--- src/rtl/dot_engine_scheduler.sv ---
// Schedules one shared dot-product engine across NUM_NEURONS output neurons.
// For each neuron it pulses engine_clear, streams ROWS row addresses to the
// pixel/weight memories, strobes the engine one cycle later (aligned with the
// memory read data), waits for engine_done, and captures the result. After
// the last neuron it reports the argmax class. A WAIT that lasts TIMEOUT
// cycles ends the run with the sticky error flag set.
//
// Ports:
//   clk, GlobalReset           clock, asynchronous active-low reset
//   start / busy / done        run handshake with the classifier FSM
//   error                      sticky timeout flag, cleared by the next start
//   row_addr, neuron_idx       memory row address and weight bank select
//   engine_clear               accumulator clear pulse before each neuron
//   engine_row_valid           row beat strobe, one cycle after row_addr
//   engine_done/engine_result  engine result handshake
//   result_valid/result_data   per-neuron captured result
//   class_out/class_valid      argmax neuron index after a clean run
module dot_engine_scheduler #(
    parameter int unsigned ROWS        = 28,
    parameter int unsigned NUM_NEURONS = 10,
    parameter int unsigned RESULT_W    = 26,
    parameter int unsigned TIMEOUT     = 512
) (
    input  logic                clk,
    input  logic                GlobalReset,
    input  logic                start,
    output logic                busy,
    output logic                done,
    output logic                error,
    output logic [4:0]          row_addr,
    output logic [3:0]          neuron_idx,
    output logic                engine_clear,
    output logic                engine_row_valid,
    input  logic                engine_done,
    input  logic [RESULT_W-1:0] engine_result,
    output logic                result_valid,
    output logic [RESULT_W-1:0] result_data,
    output logic [3:0]          class_out,
    output logic                class_valid
);

    localparam int unsigned ToW = (TIMEOUT > 1) ? $clog2(TIMEOUT) : 1;

    typedef enum logic [2:0] {StIdle, StClear, StFeed, StWait, StCapture, StFin} state_e;

    state_e              state_q, state_d;
    logic [4:0]          row_q, row_d;
    logic [3:0]          neuron_q, neuron_d;
    logic [ToW-1:0]      to_q, to_d;
    logic                error_q, error_d;
    logic [RESULT_W-1:0] result_q, result_d;
    logic [RESULT_W-1:0] max_q, max_d;
    logic [3:0]          class_q, class_d;
    logic                class_valid_q, class_valid_d;
    logic                row_valid_q;

    always_ff @(posedge clk or negedge GlobalReset) begin
        if (!GlobalReset) begin
            state_q       <= StIdle;
            row_q         <= '0;
            neuron_q      <= '0;
            to_q          <= '0;
            error_q       <= 1'b0;
            result_q      <= '0;
            max_q         <= '0;
            class_q       <= '0;
            class_valid_q <= 1'b0;
            row_valid_q   <= 1'b0;
        end else begin
            state_q       <= state_d;
            row_q         <= row_d;
            neuron_q      <= neuron_d;
            to_q          <= to_d;
            error_q       <= error_d;
            result_q      <= result_d;
            max_q         <= max_d;
            class_q       <= class_d;
            class_valid_q <= class_valid_d;
            // An address issued in FEED returns memory data one cycle later.
            row_valid_q   <= (state_q == StFeed);
        end
    end

    always_comb begin
        state_d       = state_q;
        row_d         = row_q;
        neuron_d      = neuron_q;
        to_d          = to_q;
        error_d       = error_q;
        result_d      = result_q;
        max_d         = max_q;
        class_d       = class_q;
        class_valid_d = class_valid_q;

        case (state_q)
            StIdle: begin
                if (start) begin
                    state_d       = StClear;
                    neuron_d      = '0;
                    error_d       = 1'b0;
                    class_valid_d = 1'b0;
                end
            end
            StClear: begin
                row_d   = '0;
                state_d = StFeed;
            end
            StFeed: begin
                if (row_q == 5'(ROWS - 1)) begin
                    row_d   = '0;
                    to_d    = '0;
                    state_d = StWait;
                end else begin
                    row_d = row_q + 5'd1;
                end
            end
            StWait: begin
                if (engine_done) begin
                    result_d = engine_result;
                    state_d  = StCapture;
                end else if (to_q == ToW'(TIMEOUT - 1)) begin
                    error_d = 1'b1;
                    state_d = StFin;
                end else begin
                    to_d = to_q + 1'b1;
                end
            end
            StCapture: begin
                // Strictly greater keeps the lower index on ties.
                if ((neuron_q == 4'd0) || ($signed(result_q) > $signed(max_q))) begin
                    max_d   = result_q;
                    class_d = neuron_q;
                end
                if (neuron_q == 4'(NUM_NEURONS - 1)) begin
                    class_valid_d = 1'b1;
                    state_d       = StFin;
                end else begin
                    neuron_d = neuron_q + 4'd1;
                    state_d  = StClear;
                end
            end
            StFin: begin
                state_d = StIdle;
            end
            default: begin
                state_d = StIdle;
            end
        endcase
    end

    assign busy             = (state_q == StClear) || (state_q == StFeed) ||
                              (state_q == StWait)  || (state_q == StCapture);
    assign done             = (state_q == StFin);
    assign engine_clear     = (state_q == StClear);
    assign result_valid     = (state_q == StCapture);
    assign error            = error_q;
    assign row_addr         = row_q;
    assign neuron_idx       = neuron_q;
    assign engine_row_valid = row_valid_q;
    assign result_data      = result_q;
    assign class_out        = class_q;
    assign class_valid      = class_valid_q;

endmodule
--- config.mk ---
export PLATFORM = sky130hd
export DESIGN_NAME = dot_engine_scheduler
export DESIGN_NICKNAME = d
export VERILOG_FILES = /design/src/rtl/dot_engine_scheduler.sv
export SDC_FILE = /design/constraint.sdc
export NUM_CORES = 1
export LEC_CHECK = 0
export CAP_MARGIN = 20
export CORE_AREA = 4 4 109 111
export DETAILED_ROUTE_END_ITERATION = 16
export DIE_AREA = 0 0 113 115
export GPL_ROUTABILITY_DRIVEN = 0
export GPL_TIMING_DRIVEN = 0
export PLACE_DENSITY_LB_ADDON = 0.05
export SLEW_MARGIN = 5
export SYNTH_ARGS = -nofsm -noshare
export SYNTH_HDL_FRONTEND = slang
export SYNTH_SLANG_ARGS = --single-unit
--- constraint.sdc ---
create_clock -name clk -period 7.1 [get_ports clk]
set_input_delay 1.42 -clock clk [delete_from_list [all_inputs] [get_ports clk]]
set_output_delay 1.42 -clock clk [all_outputs]
set_load 0.005 [all_outputs]
# After elaboration in Yosys (flattened, before gate mapping)
# Cells that the tools add are included.
# W data, S select, Z words.
dict set report totals {
  inputBits 30
  word_cells 68
  register_bits 80
}
dict set report op_classes {
  magnitude_cmp 1
  eq_ne 16
  muxes 21
  n_reduce_logical 17
  add_sub_neg 3
}
# op count
set op_table {}
lappend op_table {{$mux W9} 3}
lappend op_table {{$gt A26 B26 Y1} 1}
lappend op_table {{$pmux W9 S2} 1}
lappend op_table {{$mux W3} 5}
lappend op_table {{$pmux W3 S5} 1}
lappend op_table {{$ne A2 B2 Y1 const B} 5}
lappend op_table {{$pmux W5 S2} 1}
lappend op_table {{$add A9 B1 Y9 const B} 1}
lappend op_table {{$eq A9 B9 Y1 const B} 1}
lappend op_table {{$reduce_and A3 Y1} 3}
lappend op_table {{$mux W4} 2}
lappend op_table {{$pmux W4 S2} 1}
lappend op_table {{$reduce_and A4 Y1} 2}
lappend op_table {{$reduce_bool A2 Y1} 4}
lappend op_table {{$eq A3 B2 Y1 const B} 2}
lappend op_table {{$eq A3 B3 Y1 const B} 2}
lappend op_table {{$add A5 B1 Y5 const B} 1}
lappend op_table {{$eq A5 B5 Y1 const B} 1}
lappend op_table {{$mux W5} 1}
lappend op_table {{$add A4 B1 Y4 const B} 1}
lappend op_table {{$eq A4 B4 Y1 const B} 1}
lappend op_table {{$logic_not A4 Y1} 1}
lappend op_table {{$logic_or A1 B1 Y1} 4}
lappend op_table {{$mux W1} 4}
lappend op_table {{other kinds (6)} 9}

# Logic depth before layout (Yosys ltp)
# Gate-level depths: netlist (run 1).
dict set report depth {
  word_depth 4
  depth_mapped 9
}

# Worst setup path after synthesis (run 1)
# OpenSTA, ideal clock, no wires.
dict set report synth_path {
  path_type {reg2reg}
  start {reg result_q[25], in the netlist result_data[25]}
  end {reg class_q[0], in the netlist class_out[0]}
  path_stages_with_launch 9
  setup_slack_ns 4.373
  period_less_slack_ns 2.727
  setup_time_ns 0.125
  required_time_ns 6.975
  path_buffers 1
  t_arrival_ns 2.602
  path_cell_list {dfrtp_1 ha_1 nand4_1 or4_2 nor4_2 a21o_1 a311o_2 buf_6 mux2_4}
}
dict set report synth_via {
  elab_chain_len 3
}
# element line_no
set synth_lines {}
lappend synth_lines {{from (decl)} 51} ;# logic [RESULT_W-1:0] result_q, result_d;
lappend synth_lines {{from (signal assigned)} 75} ;# result_q <= result_d;
lappend synth_lines {{$gt A26 B26 Y1} 130} ;# if ((neuron_q == 4'd0) || ($signed(result_q) > $signed(max_q))) begin
lappend synth_lines {{$logic_or A1 B1 Y1} 130}
lappend synth_lines {{$reduce_and A2 Y1 (no line)} n/a}
lappend synth_lines {{to (signal assigned)} 77} ;# class_q <= class_d;
lappend synth_lines {{to (decl)} 53} ;# logic [3:0] class_q, class_d;
# No other way between the ends.
# A chain may end at the register's enable or synchronous reset.

# Worst setup path after layout (run 1)
dict set report layout_path {
  start {reg state_q[1]}
  end {out result_valid}
}
dict set report layout_via {
  elab_chain_len 1
}
# element line_no
set layout_lines {}
lappend layout_lines {{from (decl)} 46} ;# state_e state_q, state_d;
lappend layout_lines {{from (signal assigned)} 59} ;# state_q <= StIdle;
lappend layout_lines {{from (signal assigned)} 70} ;# state_q <= state_d;
lappend layout_lines {{$eq A3 B3 Y1} 155} ;# assign result_valid = (state_q == StCapture);
lappend layout_lines {{to (decl)} 36} ;# output logic result_valid,
# No other way between the ends.

==> flow_summary.yaml, run 1 <==
outcome:
  status: "completed"
floorplanning:
  placementRows: 38
  die_area_um2: 13000
  die_w_um: 113
  start_util_pct: 37.90
  die_h_um: 115
  coreArea_um2: 10790
  io_pins: 76
global_routing:
  track_usage_pct: 14.45
  grt-ovfl-total: 0
  grt_start_max_net_pins: 44
  antenna_found_initial: 0
  grt_pass1_wl_um: 14830
  grt_pass1_vias: 2903
yosys:
  synth-simple-area-share_pct: 9.544
  ys_types: 41
  ys_ff_latch: 80
  yosys.area_share.xor_xnor_pct: 0.6424
  synth_edf_count: 0
  synth_top_cells_by_area: "dfrtp_1 49%, mux2_4 10%, ha_1 9.8%"
  synth_top_area_cell: "dfrtp_1"
  ys_seq_area_share_pct: 48.94
  ys.flop_type: "dfrtp_1"
  synth_top_area_share_pct: 48.94
  syn-cell-area_um2: 4090
  synth_top_family_by_area: "multiplexers"
  yosysWarnings: 0
  synth_compound_area_share_pct: 9.055
  avgSynthCellArea_um2: 11.82
  syn_nets: 408
  syn_inst: 346
  async_flop_share_pct: 100.0
  synth_fa_ha_area_share_pct: 9.789
  muxShareOfSynthArea_pct: 17.71
worst_setup_path:
  worstReg2RegEnd: "max_q[15]$_DFFE_PN0P_"
  r2r_cells: 8
  start_kind: "register"
  critPathCapture: "result_valid"
  critPathRequiredTime_ns: 5.68
  arrival_ns: 2.03
  worstPathMaxFanout: 9
  crit_path_start: "state_q[1]$_DFFE_PN0P_"
  critPathKind: "reg2out"
  r2r-start: "result_data[25]$_DFFE_PN0P_"
  rrSetupSlack_ns: 4.08
  timing.critical_path.to_type: "primary output"
clocking:
  numCtsBuffers: 9
  cts_sinks: 80
  cts_root_buf: "clkbuf_8"
  hold_buffers: 0
  cts_resized: 0
  cts.clk_slew.worst_paths_ns: 0.09
  ctsLongestPathBuffers: 2
  clock_latency_ns: 0.36
  post_cts_buffers: 0
  cts_tree: "built"
  h-tree-depth: 3
power:
  p_comb_share_pct: 48.1
  power_frac_seq_pct: 36.2
  p_sw_mw: 0.7658
  power.density_nw_per_um2: 416.1
  p_clk_share_pct: 15.7
  p_int_mw: 1.415
  swShare_pct: 35.12
  peakVddDrop_v: 0.0001612
  leakage_nw: 2.464
sta:
  hold_viol_final: 0
  finalCritPeriodShare_pct: 48.65
  fin_skew_ns: 0.01573
  final.setup.tns_ns: 0
  fmax_ghz: 0.2895
  fin_ws_ns: 3.646
  worst_slew_pin_slew_ns: 0.8637
  rsz0062_at_grt: "no"
  period_minus_slack_ns: 3.454
  hold_ws_ns: 0.4939
  relSlewSlack_pct: 41.98
  slew_violations: 0
  setup_viol: 0
placement:
  dp_cells: 562
  dp_hpwl_um: 6288
  port_buffers: 75
  dpl-instance-area_um2: 5041
  dp_slack_ns: 3.651
routing:
  wl_per_cell_um: 15.25
  ant_nets: 0
  viasPerCell: 4.874
  drt-initial-drc-count: 108
  drc_errors: 0
  vias: 2817
  wirelength_um: 8813
  dr.pass1.iters: 4
cells_and_area:
  drive_gt1_share_pct: 17.81
  n_antenna_cell: 0
  seq_area_um2: 2002
  nFillCells: 1002
  fin_cells: 578
  final_nets: 495
  fin_area_um2: 5240
  area_growth_pct: 28.11
  multi_input_area_um2: 1912
worst_hold_path:
  min_path_type: "reg2reg"
run:
  max_cap_viol_count: 0
metrics by stage:
stage	utilization, %	power, mW
3_5_place_dp	46.71	1.858
5_1_grt	48.55	2.382
2_1_floorplan	-	1.424
3_3_place_gp	46.48	1.835
4_1_cts	48.55	2.220
6_report	48.55	2.181
flip-flops by register name, indices dropped and copies added (netlist names):
name,count
engine_row_valid,1
error,1
state_q,3
result_data,26
row_addr,5
to_q,9
class_valid,1
class_out,4
max_q,26
neuron_idx,4
power groups by stage:
stage	clock [mW]	sequential [mW]	combinational, mW
2_1_floorplan	0	0.766	0.658
3_3_place_gp	0	0.797	1.04
3_5_place_dp	0	0.798	1.06
4_1_cts	0.359	0.794	1.07
5_1_grt	0.378	0.820	1.18
6_report	0.343	0.790	1.05
worst min-delay path by stage:
stage | from | end | cells past startpoint
after floorplan | to_q[7]$_DFFE_PN0P_ | to_q[7]$_DFFE_PN0P_ | 1
after global placement | to_q[7]$_DFFE_PN0P_ | to_q[7]$_DFFE_PN0P_ | 1
after detailed placement | to_q[7]$_DFFE_PN0P_ | to_q[7]$_DFFE_PN0P_ | 1
after CTS | to_q[7]$_DFFE_PN0P_ | to_q[7]$_DFFE_PN0P_ | 1
after global routing | max_q[16]$_DFFE_PN0P_ | max_q[16]$_DFFE_PN0P_ | 1
final | to_q[7]$_DFFE_PN0P_ | to_q[7]$_DFFE_PN0P_ | 1
cells in the mapped netlist, types with 2 or more instances:
cell       n
nand4b_1   2
and3_1     5
ha_1      32
a32o_1     2
clkbuf_1   5
nand2b_1   2
xor2_1     2
nor2_1    18
inv_1     33
mux2_2    27
nand2_1   21
a21oi_1   14
nand3_1    5
o21ai_0   26
mux2_4    28
a211oi_1   4
nand4_1    8
nor3_1     3
or4_1      2
buf_6      3
a22o_1     5
dfrtp_1   80
worst max-delay path: stages, from the launching register on:
cell and delay [ns]:
dfrtp_1 0.37, clkbuf_1 0.19, nor2_1 0.20, nand2_1 0.16, inv_1 0.22, clkdlybuf4s50_1 0.54
cells in the final DEF, fill, tap and decap left out, drive strengths merged, types with 3 or more instances in the layout:
cell,n
mux2,55
buf,5
a22o,5
or4,3
nand2,21
a211oi,4
nand4,8
nor2,18
clkbuf,18
nand3,5
clkdlybuf4s50,74
nor3,3
o21ai,26
and3,5
dfrtp,80
ha,32
inv,33
a21oi,14
cells by family after synthesis:
kind of cell             Yosys count
buffers and inverters             41
multiplexers                      55
flip-flops                        80
adder cells (fa/ha/maj)           32
XOR/XNOR                           3
AND/OR/NAND/NOR                   75
AO/OA/AOI/OAI                     60
cell type report:
class | count | share of cell area [%]
Clock buffer | 13 | 3.032
Tap cell | 140 | 3.343
Multi-Input combinational cell | 225 | 36.49
Inverter | 33 | 2.364
Buffer | 8 | 1.003
Timing Repair Buffer | 76 | 14.80
Sequential cell | 80 | 38.20
Clock inverter | 3 | 0.7641
routing by layer:
| layer | share of wire [%] | global-route usage [%] | wire length (µm) | vias up |
|---|---|---|---|---|
| li1 | - | - | - | 1407 |
| met1 | 50 | 20.35 | 4450 | 1343 |
| met2 | 43 | 21.09 | 3813 | 56 |
| met3 | 4.4 | 3.684 | 388 | 11 |
| met4 | 1.8 | 6.250 | 160 | 0 |
| met5 | 0 | 0 | 0 | - |
Power figures use the tool's default switching activity.
==> inputs of run 2 (changes only) <==
- clock period: 7.1 -> 3.1 ns (I/O delays scaled with it)
==> run 2 against run 1 <==
Combinational power increased by 130%. Critical path type is now reg2reg. Via count is essentially flat. Clock power increased by 130%. Hold slack got worse by 0.26 ns. Sequential cell count unchanged. Design area is 0.21% higher. First-iteration DRC count rose by 0.93%. Largest power group unchanged. Global-route usage is the same. Critical path depth up 3. Final cell count unchanged.
==> flow_summary.yaml, run 2 (synthesized netlist as in run 1, its figures left out) <==
clocking:
  cts_resized: 0
  clock_latency_ns: 0.36
  cts_sinks: 80
  numCtsBuffers: 9
  cts_root_buf: "clkbuf_8"
  ctsLongestPathBuffers: 2
  cts.clk_slew.worst_paths_ns: 0.08
  cts_tree: "built"
  post_cts_buffers: 0
  h-tree-depth: 3
  hold_buffers: 0
placement:
  dpl-instance-area_um2: 5041
  port_buffers: 75
  dp_cells: 562
  dp_hpwl_um: 6288
sta:
  fin_skew_ns: 0.01572
  setup_viol: 0
  finalCritPeriodShare_pct: 95.20
  hold_viol_final: 0
  worst_slew_pin_slew_ns: 0.8637
  slew_violations: 0
  rsz0062_at_grt: "no"
  period_minus_slack_ns: 2.951
  relSlewSlack_pct: 41.98
  fmax_ghz: 0.3388
worst_setup_path:
  timing.critical_path.to_type: "register"
  arrival_ns: 3.20
  r2r-start: "result_data[25]$_DFFE_PN0P_"
  critPathKind: "reg2reg"
  r2r_cells: 8
  rrSetupSlack_ns: 0.15
  worstReg2RegEnd: "max_q[15]$_DFFE_PN0P_"
  worstPathMaxFanout: 10
  critPathRequiredTime_ns: 3.35
  start_kind: "register"
power:
  peakVddDrop_v: 0.0003690
  power.density_nw_per_um2: 953.9
  power_frac_seq_pct: 36.1
  p_int_mw: 3.244
  swShare_pct: 35.23
  p_sw_mw: 1.765
  p_comb_share_pct: 48.2
  leakage_nw: 2.473
  p_clk_share_pct: 15.7
routing:
  drt-initial-drc-count: 109
  wirelength_um: 8830
  drc_errors: 0
  dr.pass1.iters: 4
  viasPerCell: 4.875
  vias: 2818
  ant_nets: 0
  wl_per_cell_um: 15.28
cells_and_area:
  nFillCells: 1001
  seq_area_um2: 2002
  area_growth_pct: 28.39
  mostFrequentLayoutCells: "80 x dfrtp_1, 74 x clkdlybuf4s50_1, 33 x inv_1, 31 x ha_1, 28 x mux2_4"
  drive_gt1_share_pct: 18.04
  fin_cells: 578
  multi_input_area_um2: 1923
  n_antenna_cell: 0
  fin_util_pct: 48.66
  final_common_cell: "dfrtp_1"
  final_nets: 495
  fin_area_um2: 5251
global_routing:
  grt_start_max_net_pins: 44
  grt-ovfl-total: 0
  track_usage_pct: 14.45
  grt_pass1_wl_um: 14830
  grt_pass1_vias: 2903
  antenna_found_initial: 0
floorplanning:
  die_area_um2: 13000
  start_util_pct: 37.90
  io_pins: 76
  coreArea_um2: 10790
  placementRows: 38
  die_h_um: 115
  die_w_um: 113
worst_hold_path:
  min_path_type: "in2async"
outcome:
  status: "completed"
run:
  max_cap_viol_count: 0
==> run 2: cell counts in the layout (fill, tap and decap cells not counted) <==
No cell type changed its count.
==> run 2: critical path: stages (launching register included) <==
cell	delay, ns
dfrtp_1	0.42
ha_2	0.38
nand4_1	0.20
or4_2	0.76
nor4_4	0.23
a21o_1	0.17
a311o_2	0.15
buf_6	0.20
mux2_4	0.32
==> run 2: layout make-up <==
type | count | share of cell area (%)
Buffer | 8 | 1.001
Clock buffer | 13 | 3.026
Clock inverter | 3 | 0.7624
Inverter | 33 | 2.359
Multi-Input combinational cell | 225 | 36.62
Sequential cell | 80 | 38.12
Tap cell | 140 | 3.336
Timing Repair Buffer | 76 | 14.77
==> run 2: power groups by stage <==
stage / clock network, mW / registers, mW / logic (mW)
6_report: 0.787 / 1.81 / 2.41
5_1_grt: 0.865 / 1.88 / 2.73
4_1_cts: 0.823 / 1.82 / 2.44
3_5_place_dp: 0 / 1.83 / 2.43
3_3_place_gp: 0 / 1.82 / 2.38
2_1_floorplan: 0 / 1.75 / 1.51
==> run 2: how the worst max path moves through the flow <==
stage	slack, ns	end	from	depth (start not counted)
3_3_place_gp	-1.65	result_data[15]$_DFFE_PN0P_	GlobalReset	1
5_1_grt	0.02	max_q[11]$_DFFE_PN0P_	result_data[25]$_DFFE_PN0P_	8
3_5_place_dp	0.05	max_q[15]$_DFFE_PN0P_	result_data[25]$_DFFE_PN0P_	8
6_report	0.15	max_q[15]$_DFFE_PN0P_	result_data[25]$_DFFE_PN0P_	8
4_1_cts	0.03	max_q[15]$_DFFE_PN0P_	result_data[25]$_DFFE_PN0P_	8
2_1_floorplan	0.37	class_out[0]$_DFFE_PN0P_	result_data[25]$_DFFE_PN0P_	8
==> run 2: per-layer routing <==
| metal | up-vias | GRT usage [%] | routed length, µm |
|---|---|---|---|
| met4 | 0 | 6.250 | 174 |
| met1 | 1341 | 20.35 | 4447 |
| met5 | - | 0 | 0 |
| met2 | 57 | 21.09 | 3815 |
| li1 | 1406 | - | - |
| met3 | 14 | 3.684 | 392 |
==> run 2: stage by stage <==
step / hold WS, ns / power (mW) / TNS [ns] / setup WS (ns)
finish: 0.2301 / 5.009 / 0 / 0.1487
global route: 0.2574 / 5.470 / 0 / 0.02198
CTS: 0.2335 / 5.085 / 0 / 0.02802
detailed placement: 0.4763 / 4.254 / 0 / 0.05442
global placement: 0.4864 / 4.202 / -131.80 / -1.653
floorplan: 0.3244 / 3.262 / 0 / 0.3730
==> inputs of run 3 (changes only) <==
- CAP_MARGIN: 20 -> 40
- CORE_AREA: 4 4 109 111 -> 4 4 99 101
- DIE_AREA: 0 0 113 115 -> 0 0 103 105
- SETUP_SLACK_MARGIN: not set -> 0.5
==> run 3 against run 2 <==
Hold slack got worse by 0.017 ns. Critical endpoint is now max_q[18]$_DFFE_PN0P_. Count of clock-buffer cells in the layout up 1. Die area fell by 17%. Register-to-register slack improved by 0.30 ns. Sequential share of layout area is 1.2 points lower. Critical path depth shrank 1. Fmax up 11%. Non-clock buffer count up 15.
==> flow_summary.yaml, run 3 (synthesized netlist as in run 1, its figures left out) <==
outcome:
  status: "completed"
clocking:
  numCtsBuffers: 9
  h-tree-depth: 3
  clock_latency_ns: 0.35
  cts_tree: "built"
  ctsLongestPathBuffers: 2
  cts_sinks: 80
  cts_root_buf: "clkbuf_8"
  hold_buffers: 0
  cts.clk_slew.worst_paths_ns: 0.08
worst_setup_path:
  critPathRequiredTime_ns: 3.33
  cp_slowest_cell: "or4_4"
  r2r_cells: 7
  path_cells: "ha_4, nand4_1, or4_4, o211a_1, a311o_2, buf_12, mux2_4"
  worstReg2RegEnd: "max_q[18]$_DFFE_PN0P_"
  timing.critical_path.to_type: "register"
  crit_path_max_incr_delay_ns: 0.55
  critPathKind: "reg2reg"
  r2r-start: "result_data[25]$_DFFE_PN0P_"
  arrival_ns: 2.88
  worstPathMaxFanout: 10
  start_kind: "register"
  rrSetupSlack_ns: 0.45
sta:
  hold_ws_ns: 0.2129
  fin_skew_ns: 0.009777
  period_minus_slack_ns: 2.653
  worst_slew_pin_slew_ns: 0.7651
  finalCritPeriodShare_pct: 85.59
  setup_viol: 0
  hold_viol_final: 0
  relSlewSlack_pct: 48.99
  fin_ws_ns: 0.4468
  rsz0062_at_grt: "yes"
  fmax_ghz: 0.3769
  slew_violations: 0
routing:
  vias: 2940
  drt-initial-drc-count: 98
  wirelength_um: 8555
  dr.pass1.iters: 4
  drc_errors: 0
  ant_nets: 0
  viasPerCell: 5.213
  wl_per_cell_um: 15.17
run:
  max_cap_viol_count: 0
floorplanning:
  io_pins: 76
  coreArea_um2: 9021
  die_h_um: 105
  placementRows: 35
  start_util_pct: 45.34
  die_w_um: 103
  die_area_um2: 10820
power:
  p_int_mw: 3.455
  finalPower_mw: 5.278
  leakage_nw: 2.572
  p_sw_mw: 1.823
  p_clk_share_pct: 15.6
  peakVddDrop_v: 0.0003832
  swShare_pct: 34.53
  power.density_nw_per_um2: 972.8
  p_comb_share_pct: 50.3
  power_frac_seq_pct: 34.1
global_routing:
  track_usage_pct: 16.57
  grt-ovfl-total: 0
  grt_start_max_net_pins: 47
  antenna_found_initial: 0
  grt_pass1_vias: 2833
  grt_pass1_wl_um: 13900
placement:
  dp_hpwl_um: 5928
  dp_cells: 534
  port_buffers: 75
  dp_slack_ns: 0.2385
cells_and_area:
  fin_util_pct: 60.14
  final_common_cell: "dfrtp_1"
  area_growth_pct: 32.64
  fin_cells: 564
  drive_gt1_share_pct: 23.40
  mostFrequentLayoutCells: "79 x dfrtp_1, 74 x clkdlybuf4s50_1, 32 x inv_1, 29 x ha_1, 28 x mux2_4"
  final_nets: 510
  n_antenna_cell: 0
worst_hold_path:
  min_path_type: "in2async"
[run 3: metal layers]
layer | global-route usage (%) | wire (µm) | up-vias
met5 | 0 | 0 | -
met1 | 22.03 | 3859 | 1423
met2 | 25.66 | 4114 | 60
met4 | 5.550 | 146 | 0
li1 | - | - | 1442
met3 | 4.873 | 434 | 15
[run 3: critical path, delay by kind of cell, from the launching register on]
family / cells / cell delay, ns
flops: 1 / 0.44
buf+inv: 1 / 0.17
compound gates: 2 / 0.61
fa+ha+maj: 1 / 0.30
mux: 1 / 0.30
simple gates: 2 / 0.70
[run 3: power by group through the flow]
stage	combinational [mW]	clock, mW	sequential [mW]
finish	2.65	0.823	1.80
global route	2.97	0.898	1.86
CTS	2.59	0.854	1.81
detailed placement	2.45	0	1.83
global placement	2.40	0	1.81
floorplan	1.54	0	1.76
[run 3: worst max path at each step]
stage / start / endpoint / slack, ns
5_1_grt: result_data[18]$_DFFE_PN0P_ / class_out[0]$_DFFE_PN0P_ / 0.33
6_report: result_data[25]$_DFFE_PN0P_ / max_q[18]$_DFFE_PN0P_ / 0.45
2_1_floorplan: result_data[25]$_DFFE_PN0P_ / max_q[17]$_DFFE_PN0P_ / 0.50
3_5_place_dp: result_data[21]$_DFFE_PN0P_ / max_q[18]$_DFFE_PN0P_ / 0.24
4_1_cts: result_data[25]$_DFFE_PN0P_ / max_q[18]$_DFFE_PN0P_ / 0.46
3_3_place_gp: GlobalReset / to_q[3]$_DFFE_PN0P_ / -1.56
[run 3: cell type report]
| type | instances | area, µm² |
|---|---|---|
| buffer | 8 | 70.07 |
| sequential | 80 | 2003 |
| timing repair buffer | 91 | 883.3 |
| inverter | 33 | 123.9 |
| fill | 774 | 3596 |
| clock buffer | 14 | 182.7 |
| tap | 111 | 138.9 |
| clock inverter | 2 | 35.03 |
| multi-input combinational | 225 | 1988 |
[run 3: repair_timing]
item	in CTS	in global routing
buffers inserted	7	6
resized for setup	6	10
endpoints found under the setup margin	31	32
pin swaps	4	6
[run 3: stage by stage]
step           instance area (µm²)  TNS [ns]
2_1_floorplan                 4123         0
3_3_place_gp                  5012   -124.33
3_5_place_dp                  5042         0
4_1_cts                       5334         0
5_1_grt                       5425         0
6_report                      5425         0
